<file path="config.mk">
export PLATFORM = sky130hd
export DESIGN_NAME = t_count_ctrl
export DESIGN_NICKNAME = d
export VERILOG_FILES = /design/src/rtl/t_count_ctrl_pkg.sv /design/src/rtl/t_count_next.sv /design/src/rtl/t_count_ctrl.sv
export SDC_FILE = /design/constraint.sdc
export NUM_CORES = 1
export LEC_CHECK = 0
export ABC_AREA = 1
export ABC_CLOCK_PERIOD_IN_PS = 3600
export CORE_MARGIN = 1.5
export CORE_UTILIZATION = 50
export CTS_BUF_LIST = sky130_fd_sc_hd__clkbuf_16
export CTS_CLUSTER_SIZE = 16
export DETAILED_ROUTE_END_ITERATION = 6
export PLACE_DENSITY = 0.82
export SLEW_MARGIN = 10
export SYNTH_ARGS = -nofsm -noshare
export SYNTH_HDL_FRONTEND = slang
export SYNTH_HIERARCHICAL = 1
export SYNTH_SLANG_ARGS = --single-unit
export TNS_END_PERCENT = 10
</file>
<file path="constraint.sdc">
create_clock -name i_clk -period 3.6 [get_ports i_clk]
set_input_delay 0.72 -clock i_clk [delete_from_list [all_inputs] [get_ports i_clk]]
set_output_delay 0.72 -clock i_clk [all_outputs]
set_load 0.02 [all_outputs]
</file>
<file path="src/rtl/t_count_ctrl_pkg.sv">
// ---------------------------------------------------------------------------
// t_count_ctrl_pkg
// Shared definitions for the T-cell count sequencer:
//   - default bank width and count modulus
//   - FSM state encoding
// ---------------------------------------------------------------------------
package t_count_ctrl_pkg;

  localparam int unsigned DEF_WIDTH = 4;
  localparam int unsigned DEF_MOD   = 10;

  typedef enum logic [1:0] {
    ST_IDLE = 2'd0,
    ST_RUN  = 2'd1,
    ST_HOLD = 2'd2,
    ST_DONE = 2'd3
  } state_e;

endpackage

</file>
<file path="src/rtl/t_count_next.sv">
// ---------------------------------------------------------------------------
// t_count_next
// Combinational mod-MOD successor/predecessor of the shadow count.
// Ports:
//   i_count  WIDTH  current shadow count (0..MOD-1)
//   i_up_dn  1      1 = increment, 0 = decrement
//   o_nxt    WIDTH  next count value
//   o_wrap   1      step crosses the modulus boundary (MOD-1->0 or 0->MOD-1)
// ---------------------------------------------------------------------------
module t_count_next
  import t_count_ctrl_pkg::*;
#(
  parameter int unsigned WIDTH = DEF_WIDTH,
  parameter int unsigned MOD   = DEF_MOD
) (
  input  logic [WIDTH-1:0] i_count,
  input  logic             i_up_dn,
  output logic [WIDTH-1:0] o_nxt,
  output logic             o_wrap
);

  localparam logic [WIDTH-1:0] C_MAX = WIDTH'(MOD - 1);
  localparam logic [WIDTH-1:0] C_ONE = WIDTH'(1);

  always_comb begin
    o_nxt  = i_count;
    o_wrap = 1'b0;
    if (i_up_dn) begin
      if (i_count == C_MAX) begin
        o_nxt  = '0;
        o_wrap = 1'b1;
      end else begin
        o_nxt = i_count + C_ONE;
      end
    end else begin
      if (i_count == '0) begin
        o_nxt  = C_MAX;
        o_wrap = 1'b1;
      end else begin
        o_nxt = i_count - C_ONE;
      end
    end
  end

endmodule

</file>
<file path="src/rtl/t_count_ctrl.sv">
// ---------------------------------------------------------------------------
// t_count_ctrl
// Sequencer for an external bank of WIDTH toggle cells. Keeps a shadow count,
// issues registered per-bit toggle requests so the bank counts mod-MOD up or
// down, and compares the bank read-back against the shadow count.
//
// Ports:
//   i_clk        rising-edge clock
//   i_rst        synchronous active-high reset
//   i_start      enter RUN from IDLE/HOLD
//   i_stop       RUN->HOLD, HOLD->IDLE
//   i_up_dn      count direction, sampled every RUN cycle
//   i_one_shot   stop after one wrap, latched on IDLE->RUN
//   i_load       IDLE only: load i_load_val (clamped to MOD-1)
//   i_load_val   load value
//   i_q_fb       bank read-back
//   o_t_vec      per-bit toggle request, valid with o_en
//   o_en         bank enable
//   o_count      shadow count
//   o_busy       RUN or HOLD
//   o_done       one-cycle one-shot completion pulse
//   o_err        sticky read-back mismatch flag
//
// state   | meaning
// --------+------------------------------------------------------------
// ST_IDLE | parked; accepts load and start
// ST_RUN  | one step per cycle unless stop
// ST_HOLD | frozen; start resumes, stop alone returns to IDLE
// ST_DONE | one-shot finished; done pulse, then IDLE
// ---------------------------------------------------------------------------
module t_count_ctrl
  import t_count_ctrl_pkg::*;
#(
  parameter int unsigned WIDTH = DEF_WIDTH,
  parameter int unsigned MOD   = DEF_MOD
) (
  input  logic             i_clk,
  input  logic             i_rst,
  input  logic             i_start,
  input  logic             i_stop,
  input  logic             i_up_dn,
  input  logic             i_one_shot,
  input  logic             i_load,
  input  logic [WIDTH-1:0] i_load_val,
  input  logic [WIDTH-1:0] i_q_fb,
  output logic [WIDTH-1:0] o_t_vec,
  output logic             o_en,
  output logic [WIDTH-1:0] o_count,
  output logic             o_busy,
  output logic             o_done,
  output logic             o_err
);

  localparam logic [WIDTH-1:0] C_MAX = WIDTH'(MOD - 1);

  state_e           r_state;
  state_e           w_state_nxt;

  logic [WIDTH-1:0] r_count;
  logic [WIDTH-1:0] r_t_vec;
  logic             r_en;
  logic             r_one_shot;
  logic             r_chk;
  logic [WIDTH-1:0] r_exp;
  logic             r_err;

  logic [WIDTH-1:0] w_count_nxt;
  logic [WIDTH-1:0] w_t_vec_nxt;
  logic             w_en_nxt;
  logic             w_one_shot_nxt;
  logic [WIDTH-1:0] w_step;
  logic             w_wrap;
  logic [WIDTH-1:0] w_load_clamped;

  t_count_next #(
    .WIDTH (WIDTH),
    .MOD   (MOD)
  ) u_next (
    .i_count (r_count),
    .i_up_dn (i_up_dn),
    .o_nxt   (w_step),
    .o_wrap  (w_wrap)
  );

  assign w_load_clamped = (i_load_val > C_MAX) ? C_MAX : i_load_val;

  // State register plus the registered bank-control outputs that the output
  // logic decides one cycle ahead.
  always_ff @(posedge i_clk) begin
    if (i_rst) begin
      r_state    <= ST_IDLE;
      r_count    <= '0;
      r_t_vec    <= '0;
      r_en       <= 1'b0;
      r_one_shot <= 1'b0;
    end else begin
      r_state    <= w_state_nxt;
      r_count    <= w_count_nxt;
      r_t_vec    <= w_t_vec_nxt;
      r_en       <= w_en_nxt;
      r_one_shot <= w_one_shot_nxt;
    end
  end

  always_comb begin
    w_state_nxt = r_state;
    case (r_state)
      ST_IDLE: begin
        // load wins over start in the same cycle
        if (!i_load && i_start) begin
          w_state_nxt = ST_RUN;
        end
      end
      ST_RUN: begin
        if (i_stop) begin
          w_state_nxt = ST_HOLD;
        end else if (w_wrap && r_one_shot) begin
          w_state_nxt = ST_DONE;
        end
      end
      ST_HOLD: begin
        if (i_start) begin
          w_state_nxt = ST_RUN;
        end else if (i_stop) begin
          w_state_nxt = ST_IDLE;
        end
      end
      ST_DONE: begin
        w_state_nxt = ST_IDLE;
      end
      default: begin
        w_state_nxt = ST_IDLE;
      end
    endcase
  end

  always_comb begin
    w_count_nxt    = r_count;
    w_t_vec_nxt    = '0;
    w_en_nxt       = 1'b0;
    w_one_shot_nxt = r_one_shot;
    case (r_state)
      ST_IDLE: begin
        if (i_load) begin
          w_count_nxt = w_load_clamped;
          w_t_vec_nxt = r_count ^ w_load_clamped;
          w_en_nxt    = 1'b1;
        end else if (i_start) begin
          w_one_shot_nxt = i_one_shot;
        end
      end
      ST_RUN: begin
        if (!i_stop) begin
          w_count_nxt = w_step;
          w_t_vec_nxt = r_count ^ w_step;
          w_en_nxt    = 1'b1;
        end
      end
      default: begin
      end
    endcase
  end

  // Read-back check. The bank applies t_vec at the edge that ends the en
  // cycle, so q_fb holds the result during the following cycle; the count
  // seen during the en cycle is held in r_exp for that comparison because
  // r_count may already have moved on by then.
  always_ff @(posedge i_clk) begin
    if (i_rst) begin
      r_chk <= 1'b0;
      r_exp <= '0;
      r_err <= 1'b0;
    end else begin
      r_chk <= r_en;
      r_exp <= r_count;
      if (r_chk && (i_q_fb != r_exp)) begin
        r_err <= 1'b1;
      end
    end
  end

  always_comb begin
    o_busy = (r_state == ST_RUN) || (r_state == ST_HOLD);
    o_done = (r_state == ST_DONE);
  end

  assign o_t_vec = r_t_vec;
  assign o_en    = r_en;
  assign o_count = r_count;
  assign o_err   = r_err;

endmodule

</file>
# Word-level counts from Yosys, hierarchy flattened
# Cells that the tools add are included.
# word_totals
ff_bits	18
inputBits	15
output_inout_bits	12
elab_cells	57
# classes
add_sub_neg	2
n_lt_le_gt_ge	1
eq_ne	10
mux	22
n_bitwise	3
n_reduce_logical	11
# op_table
operator	count
4-bit two-way mux	8
4-bit one-hot mux with 2 select lines	2
2-bit two-way mux	5
3-bit AND reduction	3
2-bit one-hot mux with 4 select lines	1
4-bit bitwise XOR	2
2-bit inequality test, second input constant	3
3-bit inequality test, second input constant	2
1-bit two-way mux	5
4-bit by 1-bit adder with 4-bit output, second input constant	1
2-bit equality test, second input constant	2
4-bit equality test, second input constant	1
4-bit > comparator, second input constant	1
4-bit logical NOT	1
4-bit inequality test	1
4-bit by 1-bit subtractor with 4-bit output, second input constant	1
1-bit logical AND	3
2-bit by 1-bit equality test with 1-bit output, second input constant	1
2-bit logical NOT	1
1-bit one-hot mux with 2 select lines	1
2-bit nonzero test	1
1-bit logical NOT	1
1-bit logical OR	1
1-bit inverter	1

# Logic depth before layout (Yosys ltp)
# Gate-level depths: netlist (run 1).
# depth
ltp_word	7
depth_mapped	11

# Cells and area by module
# The synthesis (run 1) kept the hierarchy.
# by_module_without_submodules
mod	instances	cells_each	area_each_um2	seq_area_each_um2
t_count_ctrl	1	147	969.7	360.3
t_count_next	1	35	160.2	0.0

# Worst setup path after synthesis (run 1)
# Ideal clock, no wire load.
# synth_path
path_type	reg2out
startpoint	register r_state[0]
endpoint	output port o_busy
arrival_ps	770
t_required_ps	2880
slack_ps	2110
stages_incl_launch_ff	3
n_path_buf	0
cell_sequence	dfxtp_1 > inv_1 > ha_1
# synth_via
elab_chain_len	2
word_cells_on_any_way	3
cone_classes	2 x eq/ne; 1 x reduce/logical
# synth_rtl
element	line	rtl
from (decl)	t_count_ctrl.sv:56	state_e r_state;
from (signal assigned)	t_count_ctrl.sv:97	r_state <= w_state_nxt;
2-bit by 1-bit equality test with 1-bit output / 2-bit equality test (equally long branches)	t_count_ctrl.sv:183	o_busy = (r_state == ST_RUN) || (r_state == ST_HOLD);
1-bit logical OR *	t_count_ctrl.sv:183	
to (decl)	t_count_ctrl.sv:49	output logic o_busy,
# Every way passes the cells marked *; elsewhere a longest branch is shown, timed or not.

# Worst setup path in the final report (run 1)
# Same ends and word-level chain as after synthesis.

==> metrics, run 1 <==
final WL=approximately 2800 um; drt wl/cell=roughly 12 um; Rel. slew slack=about 65%; worst r2r dst=o_t_vec[3]$_SDFF_PP0_; family with the most delay on the worst path=buffers and inverters; Hold Crit Class=reg -> reg; clock buffer depth=2; fmax=438 MHz; DP HPWL=around 2100 um; post_cts resized=0; hold buffers post-CTS=0; CTS Buf Count=3; outcome=complete, no violations; Routed Antenna Nets=0; first-pass GRT wire length=approximately 4600 um; CP bufs+invs=2; H-Tree Depth=1; CP startpoint kind=register; Setup TNS=0 ns; Leakage Power=just over 0.0007 uW; area grow syn2layout=31.7%; max-slew violation count=0; register bit total from synthesis=18; TritonCTS clock tree=yes; Req. time, crit path=between 2 and 3 ns; CP arrival=around 1.6 ns; core outline area=between 2000 and 2500 um^2; Worst Setup SP=r_state[0]$_SDFFE_PP0P_; post-route DRC violation count=0; flop2flop setup slack=2.01 ns; hold path depth=2; M2 GR Usage=between 40% and 50%; CTS clk-pin slew, worst paths=approximately 0.050 ns; RePlAce Congestion=approximately 0.86; GRT Util Overall=around a quarter; Cells after Synth=around 180; Clk Tree Root Cell=clkbuf_16; Detailed Routing Iterations Pass 1=5; Final Hold Fails=0; worst-margin pin slew=0.527 ns; Setup Fix Bufs, Post-CTS=0; IO Port Bufs=26; Die X=around 50 um; Top Usage Layer GRT=met2; top-level I/O count=27; detailed-route via count=between 1000 and 1500; worst-skew pair later-pin latency=approximately 0.25 ns; row count=17; library cells used by synthesis=23; Post-Layout Cell Count=238; YS warnings=6; Register-to-Register Path Depth=10; Starting DRT DRC Count=between 70 and 80; fraction of layout cells with a size suffix above 1=a little under a tenth; layout net count=230; most common cell after layout, fill and taps aside=nand2_1; clock sinks=18; number of cells on the critical path=3; Starting Density=52.1%; chip height=~51 um; Worst Setup Path Type=reg -> out; FF-to-FF Start=o_count[2]$_SDFFE_PP0P_; Max Cap Violations=0; vias per inst=about 5.2; RSZ-0062 raised after global routing=no; worst IR drop on VDD=~0.00045 V; Setup Viol. Count Final=0; PD cells=757 nW/um^2; vias in the first global route=between 1000 and 1500; met3 usage in global routing=3.57%; GR Overflow Total=0; sequential share of the synthesized area=a little under a third; capture point of the worst path=o_busy; CP Capture Type=output port; Yosys top cell area share=31.9%; Net Count, Synth=201; post-synth top area cell=dfxtp_1; final clock skew=roughly 0.0046 ns; die area=2550 um^2; largest cells by area after synthesis=dfxtp_1 (32%), nand2_1 (19%), inv_1 (8.6%); ant diodes=0; Synth Cell Area=1130 um^2; Worst path slowest cell=clkdlybuf4s50_1; total power=1130 uW; initial antenna violation count=0; CP peak stage delay=just under 0.6 ns; Cells after DPL=~230; Final min period=2.28 ns; met1 GRT Util=between 20% and 30%; cell chain of the critical path=inv_1 -> ha_1 -> clkdlybuf4s50_1; average size of a mapped cell=6.21 um^2; CP max FO=3; period utilization=between 60% and 70%; largest net degree at the start of global routing=15; most frequent cells in the layout=nand2_1 (58), inv_1 (26), clkdlybuf4s50_1 (26)
## per-layer routing
metal / up-vias / part of all wire, %
met4: 0 / 1.3
li1: 627 / -
met1: 542 / 40
met3: 4 / 7.0
met2: 65 / 52
met5: - / 0
## report_power, final
part | switching (uW) | total (uW) | leakage (uW) | internal, uW
registers | 74.8 | 329 | 0.000148 | 254
clock network | 70.1 | 217 | 0.0000385 | 147
logic | 353 | 579 | 0.000536 | 226
## worst min-delay path, cell delays in order, from the launching register on
cell	delay [ns]
dfxtp_1	0.31
inv_1	0.05
nor2_1	0.03
## logic make-up (layout without fill, tap and decap cells)
family          count (synthesis)  in the layout  share of synthesized area [%]
simple gates                  102            102                           39.4
buf+inv                        34             62                           12.1
compound gates                 23             23                           11.4
flops                          18             18                           31.9
fa+ha+maj                       4              4                           4.43
xor+xnor                        1              1                          0.775
## registers in the layout, summed over array words and instances (netlist names)
name	flops
r_chk	1
r_state	2
o_count	4
o_en	1
o_err	1
r_exp	4
o_t_vec	4
r_one_shot	1
## worst min path at each step
stage | endpoint | slack [ns] | startpoint
2_1_floorplan | o_err$_SDFFE_PP0P_ | 0.42 | r_chk$_SDFF_PP0_
3_3_place_gp | r_chk$_SDFF_PP0_ | 0.41 | o_en$_SDFF_PP0_
3_5_place_dp | r_chk$_SDFF_PP0_ | 0.42 | o_en$_SDFF_PP0_
4_1_cts | r_chk$_SDFF_PP0_ | 0.43 | o_en$_SDFF_PP0_
5_1_grt | r_chk$_SDFF_PP0_ | 0.46 | o_en$_SDFF_PP0_
6_report | r_chk$_SDFF_PP0_ | 0.44 | o_en$_SDFF_PP0_
## synthesized netlist by cell type
library cell  count
nor2_2            2
o21ai_0           3
inv_1            26
ha_1              4
nand4_1           2
o211ai_1          1
nand2_2           2
buf_6             1
a21oi_2           1
nor2_4            1
xor2_1            1
buf_2             1
nor2_1           19
nand3_2           1
o21ai_2           1
nand2_4           2
nand2_1          58
o2111ai_1         1
inv_2             6
nand3_1          15
o21ai_1           4
a21oi_1          12
dfxtp_1          18
## stage by stage
stage / util, % / setup slack (ns) / cell area (um^2) / hold slack [ns]
floorplan: - / 2.11 / 1130 / 0.424
global placement: 64.9 / 1.55 / 1410 / 0.412
detailed placement: 64.9 / 1.51 / 1410 / 0.422
CTS: 68.6 / 1.32 / 1490 / 0.434
global route: 68.6 / 1.25 / 1490 / 0.457
finish: 68.6 / 1.32 / 1490 / 0.437
## cell type report
cell class	count	area (um^2)
Inverter	32	120
Sequential cell	18	360
Multi-Input combinational cell	130	633
Clock inverter	1	3.75
Clock buffer	3	75.1
Timing Repair Buffer	26	260
Tap cell	28	35.0
Fill cell	188	682
Power figures use the tool's default switching activity.
==> run 2, diff against run 1 <==
--- a/config.mk
+++ b/config.mk
@@ -6,13 +6,13 @@
 export NUM_CORES = 1
 export LEC_CHECK = 0
 export ABC_AREA = 1
-export ABC_CLOCK_PERIOD_IN_PS = 3600
+export ABC_CLOCK_PERIOD_IN_PS = 2250
 export CORE_MARGIN = 1.5
-export CORE_UTILIZATION = 50
+export CORE_UTILIZATION = 49
 export CTS_BUF_LIST = sky130_fd_sc_hd__clkbuf_16
 export CTS_CLUSTER_SIZE = 16
 export DETAILED_ROUTE_END_ITERATION = 6
-export PLACE_DENSITY = 0.82
+export PLACE_DENSITY = 0.81
 export SLEW_MARGIN = 10
 export SYNTH_ARGS = -nofsm -noshare
 export SYNTH_HDL_FRONTEND = slang
==> constraint.sdc (replaced) <==
create_clock -name i_clk -period 2.25 [get_ports i_clk]
set_input_delay 0.45 -clock i_clk [delete_from_list [all_inputs] [get_ports i_clk]]
set_output_delay 0.45 -clock i_clk [all_outputs]
set_load 0.02 [all_outputs]
==> metrics, run 2 (same netlist as run 1, synthesis figures left out) <==
CP bufs+invs=2 (unchanged); Layout Utilization=68.9% (was 68.6%); initial antenna violation count=0 (unchanged); Worst path slowest cell=clkdlybuf4s50_1 (unchanged); post_cts resized=0 (unchanged); CP startpoint kind=register (unchanged); Hold Crit Class=reg -> reg (unchanged); drt wl/cell=11.3 um (was 11.9 um); vias per inst=5.05 (was 5.20); GR Overflow Total=0 (unchanged); worst IR drop on VDD=0.000923 V (was 0.000453 V); CP peak stage delay=0.59 ns (about the same); Final min period=between 2 and 2.5 ns; RePlAce Congestion=0.896 (was 0.856); top-level I/O count=27 (unchanged); cell chain of the critical path=inv_1 -> ha_1 -> clkdlybuf4s50_1 (unchanged); core outline area=2190 um^2 (was 2170 um^2); Leakage Power=0.000738 uW (was 0.000723 uW); GRT Util Overall=23.9% (was 23.6%); detailed-route via count=1217 (was 1238); fraction of layout cells with a size suffix above 1=10.3% (was 9.05%); Setup TNS=0 ns (unchanged); Max Cap Violations=0 (unchanged); period utilization=around 89%; hold buffers post-CTS=0 (unchanged); Die X=51.0 um (was 50.5 um); most frequent cells in the layout=nand2_1 (58), inv_1 (26), clkdlybuf4s50_1 (26) (unchanged); CTS Buf Count=3 (unchanged); final clock skew=0.00250 ns (was 0.00459 ns); clock sinks=18 (unchanged); worst-skew pair later-pin latency=0.24 ns (was 0.25 ns); outcome=complete, no violations (unchanged); Setup Fix Bufs, Post-CTS=0 (unchanged); CTS clk-pin slew, worst paths=0.05 ns (about the same); CP Capture Type=output port (unchanged); ant diodes=0 (unchanged); Starting Density=51.6% (was 52.1%); Starting DRT DRC Count=30 (was 75); total power=1820 uW (was 1130 uW); H-Tree Depth=1 (unchanged); clock buffer depth=2 (unchanged); CP max FO=3 (unchanged); row count=17 (unchanged); Routed Antenna Nets=0 (unchanged); fmax=about 500 MHz; max-slew violation count=0 (unchanged); Setup Viol. Count Final=0 (unchanged); Worst Setup SP=r_state[1]$_SDFFE_PP0P_ (was r_state[0]$_SDFFE_PP0P_); CP arrival=1.56 ns (about the same); Req. time, crit path=1.80 ns (was 2.88 ns); DP HPWL=2130 um (was 2120 um); PD cells=1200 nW/um^2 (was 757 nW/um^2); family with the most delay on the worst path=buffers and inverters (unchanged); Rel. slew slack=73.0% (was 64.7%); Clk Tree Root Cell=clkbuf_16 (unchanged); Worst Setup Path Type=reg -> out (unchanged); largest net degree at the start of global routing=11 (was 15); die area=2600 um^2 (was 2550 um^2); final WL=2730 um (was 2820 um); Final Hold Fails=0 (unchanged); FF-to-FF Start=r_state[1]$_SDFFE_PP0P_ (was o_count[2]$_SDFFE_PP0P_); area grow syn2layout=33.7% (was 31.7%); post-route DRC violation count=0 (unchanged); first-pass GRT wire length=4760 um (was 4590 um); RSZ-0062 raised after global routing=no (unchanged); Hold Path Origin=o_en$_SDFF_PP0_ (unchanged); worst-margin pin slew=0.405 ns (was 0.527 ns); TritonCTS clock tree=yes (unchanged); IO Port Bufs=26 (unchanged); vias in the first global route=1146 (was 1095); most common cell after layout, fill and taps aside=nand2_1 (unchanged); Detailed Routing Iterations Pass 1=4 (was 5); layout net count=233 (was 230); chip height=51.0 um (was 50.5 um)
[run 2: final timing paths]
| path | depth (start not counted) | endpoint | slack [ns] |
|---|---|---|---|
| setup / recovery | 3 | o_busy | 0.24 |
| hold reg to reg | 2 | r_chk$_SDFF_PP0_ | 0.42 |
| hold / removal | 2 | r_chk$_SDFF_PP0_ | 0.42 |
| setup reg to reg | 7 | o_count[0]$_SDFFE_PP0P_ | 0.70 |
[run 2: worst min-delay path, cell delays in order (launching register included)]
cell and delay, ns:
dfxtp_1 0.31, inv_1 0.05, nor2_1 0.03
[run 2: layer usage]
metal | routed length (um) | global-route usage, %
met5 | 0 | 0
met4 | 46 | 7.66
met3 | 238 | 6.14
met2 | 1400 | 42.9
met1 | 1040 | 27.6
[run 2: stage by stage]
step | cell area (um^2) | setup slack, ns | cells | hold slack (ns)
2_1_floorplan | 1130 | 0.817 | 182 | 0.424
3_3_place_gp | 1430 | 0.507 | 237 | 0.409
3_5_place_dp | 1430 | 0.461 | 237 | 0.416
4_1_cts | 1510 | 0.218 | 241 | 0.423
5_1_grt | 1510 | 0.152 | 241 | 0.437
6_report | 1510 | 0.241 | 241 | 0.423
[run 2: power by group]
| part | total (uW) | switching (uW) | internal [uW] |
|---|---|---|---|
| logic | 984 | 602 | 382 |
| registers | 485 | 78.0 | 407 |
| clock network | 349 | 113 | 236 |
[run 2: area by class of cell]
type	instances	area, um^2
Clock buffer	3	75.1
Multi-Input combinational cell	130	633
Clock inverter	1	3.75
Sequential cell	18	360
Tap cell	28	35.0
Timing Repair Buffer	29	283
Fill cell	200	681
Inverter	32	120
==> run 3, diff against run 2 <==
--- a/config.mk
+++ b/config.mk
@@ -6,7 +6,8 @@
 export NUM_CORES = 1
 export LEC_CHECK = 0
 export ABC_AREA = 1
-export ABC_CLOCK_PERIOD_IN_PS = 2250
+export ABC_CLOCK_PERIOD_IN_PS = 2200
+export CAP_MARGIN = 0
 export CORE_MARGIN = 1.5
 export CORE_UTILIZATION = 49
 export CTS_BUF_LIST = sky130_fd_sc_hd__clkbuf_16
==> constraint.sdc (replaced) <==
create_clock -name i_clk -period 2.2 [get_ports i_clk]
set_input_delay 0.44 -clock i_clk [delete_from_list [all_inputs] [get_ports i_clk]]
set_output_delay 0.44 -clock i_clk [all_outputs]
set_load 0.02 [all_outputs]
==> metrics, run 3 (same netlist as run 1, synthesis figures left out) <==
cell chain of the critical path=inv_1 -> ha_1 -> clkdlybuf4s50_1 (unchanged); PD cells=1240 nW/um^2 (was 1200 nW/um^2); CP Capture Type=output port (unchanged); Hold Crit Class=reg -> reg (unchanged); RePlAce Congestion=0.886 (was 0.896); TritonCTS clock tree=yes (unchanged); CP startpoint kind=register (unchanged); CTS clk-pin slew, worst paths=0.05 ns (about the same); logic gate share of total power=53.6% (was 54.1%); outcome=complete, no violations (unchanged); post-route DRC violation count=0 (unchanged); Fillers=191 (was 200); Reg power frac=27.0% (was 26.7%); clock power share=19.4% (was 19.2%); first-pass GRT wire length=4790 um (was 4760 um); fmax=~500 MHz; family with the most delay on the worst path=buffers and inverters (unchanged); Starting Density=51.6% (unchanged); initial antenna violation count=0 (unchanged); Routed Antenna Nets=0 (unchanged); chip height=51.0 um (unchanged); area grow syn2layout=33.7% (unchanged); Worst Setup Path Type=reg -> out (unchanged); hold buffers post-CTS=0 (unchanged); Post-Layout Cell Count=241 (unchanged); Die X=51.0 um (unchanged); P_sw=821 uW (was 793 uW); CTS Buf Count=3 (unchanged); Final Hold Fails=0 (unchanged); Starting DRT DRC Count=30 (unchanged); Rel. slew slack=72.2% (was 73.0%); vias in the first global route=1161 (was 1146); period utilization=between 90% and 100%; final WL=2850 um (was 2730 um); final clock skew=0.00154 ns (was 0.00250 ns); core outline area=2190 um^2 (unchanged); worst-skew pair later-pin latency=0.25 ns (was 0.24 ns); cell internal pwr=1050 uW (was 1020 uW); Setup Fix Bufs, Post-CTS=0 (unchanged); worst-margin pin slew=0.417 ns (was 0.405 ns); Setup Viol. Count Final=0 (unchanged); most frequent cells in the layout=nand2_1 (58), inv_1 (26), clkdlybuf4s50_1 (26) (unchanged); Leakage Power=0.000738 uW (unchanged); CP max FO=3 (unchanged); clock sinks=18 (unchanged); max-slew violation count=0 (unchanged); Req. time, crit path=1.76 ns (was 1.80 ns); IO Port Bufs=26 (unchanged); CP bufs+invs=2 (unchanged); RSZ-0062 raised after global routing=no (unchanged); Worst path slowest cell=clkdlybuf4s50_1 (unchanged); Clk Tree Root Cell=clkbuf_16 (unchanged); row count=17 (unchanged); largest net degree at the start of global routing=11 (unchanged); Setup TNS=0 ns (unchanged); H-Tree Depth=1 (unchanged); clock buffer depth=2 (unchanged); GRT Util Overall=24.0% (was 23.9%); Switching Share=43.9% (was 43.6%); ant diodes=0 (unchanged); CP arrival=1.59 ns (was 1.56 ns); die area=2600 um^2 (unchanged); Detailed Routing Iterations Pass 1=5 (was 4); top-level I/O count=27 (unchanged); Final min period=approximately 2 ns; layout net count=233 (unchanged); drt wl/cell=11.8 um (was 11.3 um); detailed-route via count=1209 (was 1217); Max Cap Violations=0 (unchanged); DP HPWL=2090 um (was 2130 um); post_cts resized=0 (unchanged); vias per inst=5.02 (was 5.05); CP peak stage delay=0.59 ns (about the same); GR Overflow Total=0 (unchanged); most common cell after layout, fill and taps aside=nand2_1 (unchanged); worst IR drop on VDD=0.000778 V (was 0.000923 V); Cells after DPL=237 (unchanged); fraction of layout cells with a size suffix above 1=10.3% (unchanged)
-- run 3: metrics by stage --
step	hold slack, ns	total power (uW)	util [%]	cell area (um^2)	worst slack, ns
finish	0.422	1870	68.9	1510	0.165
global placement	0.408	1450	65.3	1430	0.456
CTS	0.423	1860	68.9	1510	0.163
floorplan	0.424	1180	-	1130	0.767
global route	0.437	2000	68.9	1510	0.114
detailed placement	0.416	1490	65.3	1430	0.424
-- run 3: final timing paths --
check                                                to  slack, ns  cells past startpoint                     from
worst max-delay path                             o_busy       0.17                      3  r_state[0]$_SDFFE_PP0P_
worst min-delay path                   r_chk$_SDFF_PP0_       0.42                      2          o_en$_SDFF_PP0_
worst max register to register  o_count[0]$_SDFFE_PP0P_       0.66                      7  r_state[1]$_SDFFE_PP0P_
worst min register to register         r_chk$_SDFF_PP0_       0.42                      2          o_en$_SDFF_PP0_
-- run 3: per-layer routing --
| layer | vias up | share of wire, % | GRT usage (%) |
|---|---|---|---|
| li1 | 631 | - | - |
| met1 | 528 | 39 | 26.1 |
| met2 | 48 | 53 | 45.7 |
| met3 | 2 | 7.8 | 5.85 |
| met4 | 0 | 0.35 | 5.86 |
| met5 | - | 0 | 0 |
-- run 3: cell type report --
type / instances / area (um^2) / area share, %
Tap cell: 28 / 35.0 / 2.32
Multi-Input combinational cell: 130 / 633 / 41.9
Sequential cell: 18 / 360 / 23.9
Inverter: 32 / 120 / 7.95
Timing Repair Buffer: 29 / 283 / 18.7
Clock inverter: 1 / 3.75 / 0.249
Clock buffer: 3 / 75.1 / 4.97
-- run 3: worst min-delay path, delay by kind of cell, from the launching register on --
family                 cells  cell delay, ns
flip-flops                 1            0.30
AND/OR/NAND/NOR            1            0.03
buffers and inverters      1            0.05
-- run 3: power groups by stage --
stage                     Sequential (uW)  Combinational, uW  Clock [uW]
final                                 505               1000         362
after global routing                  519               1110         379
after CTS                             504                998         361
after detailed placement              511                981           0
after global placement                503                948           0
after floorplan                       577                604           0
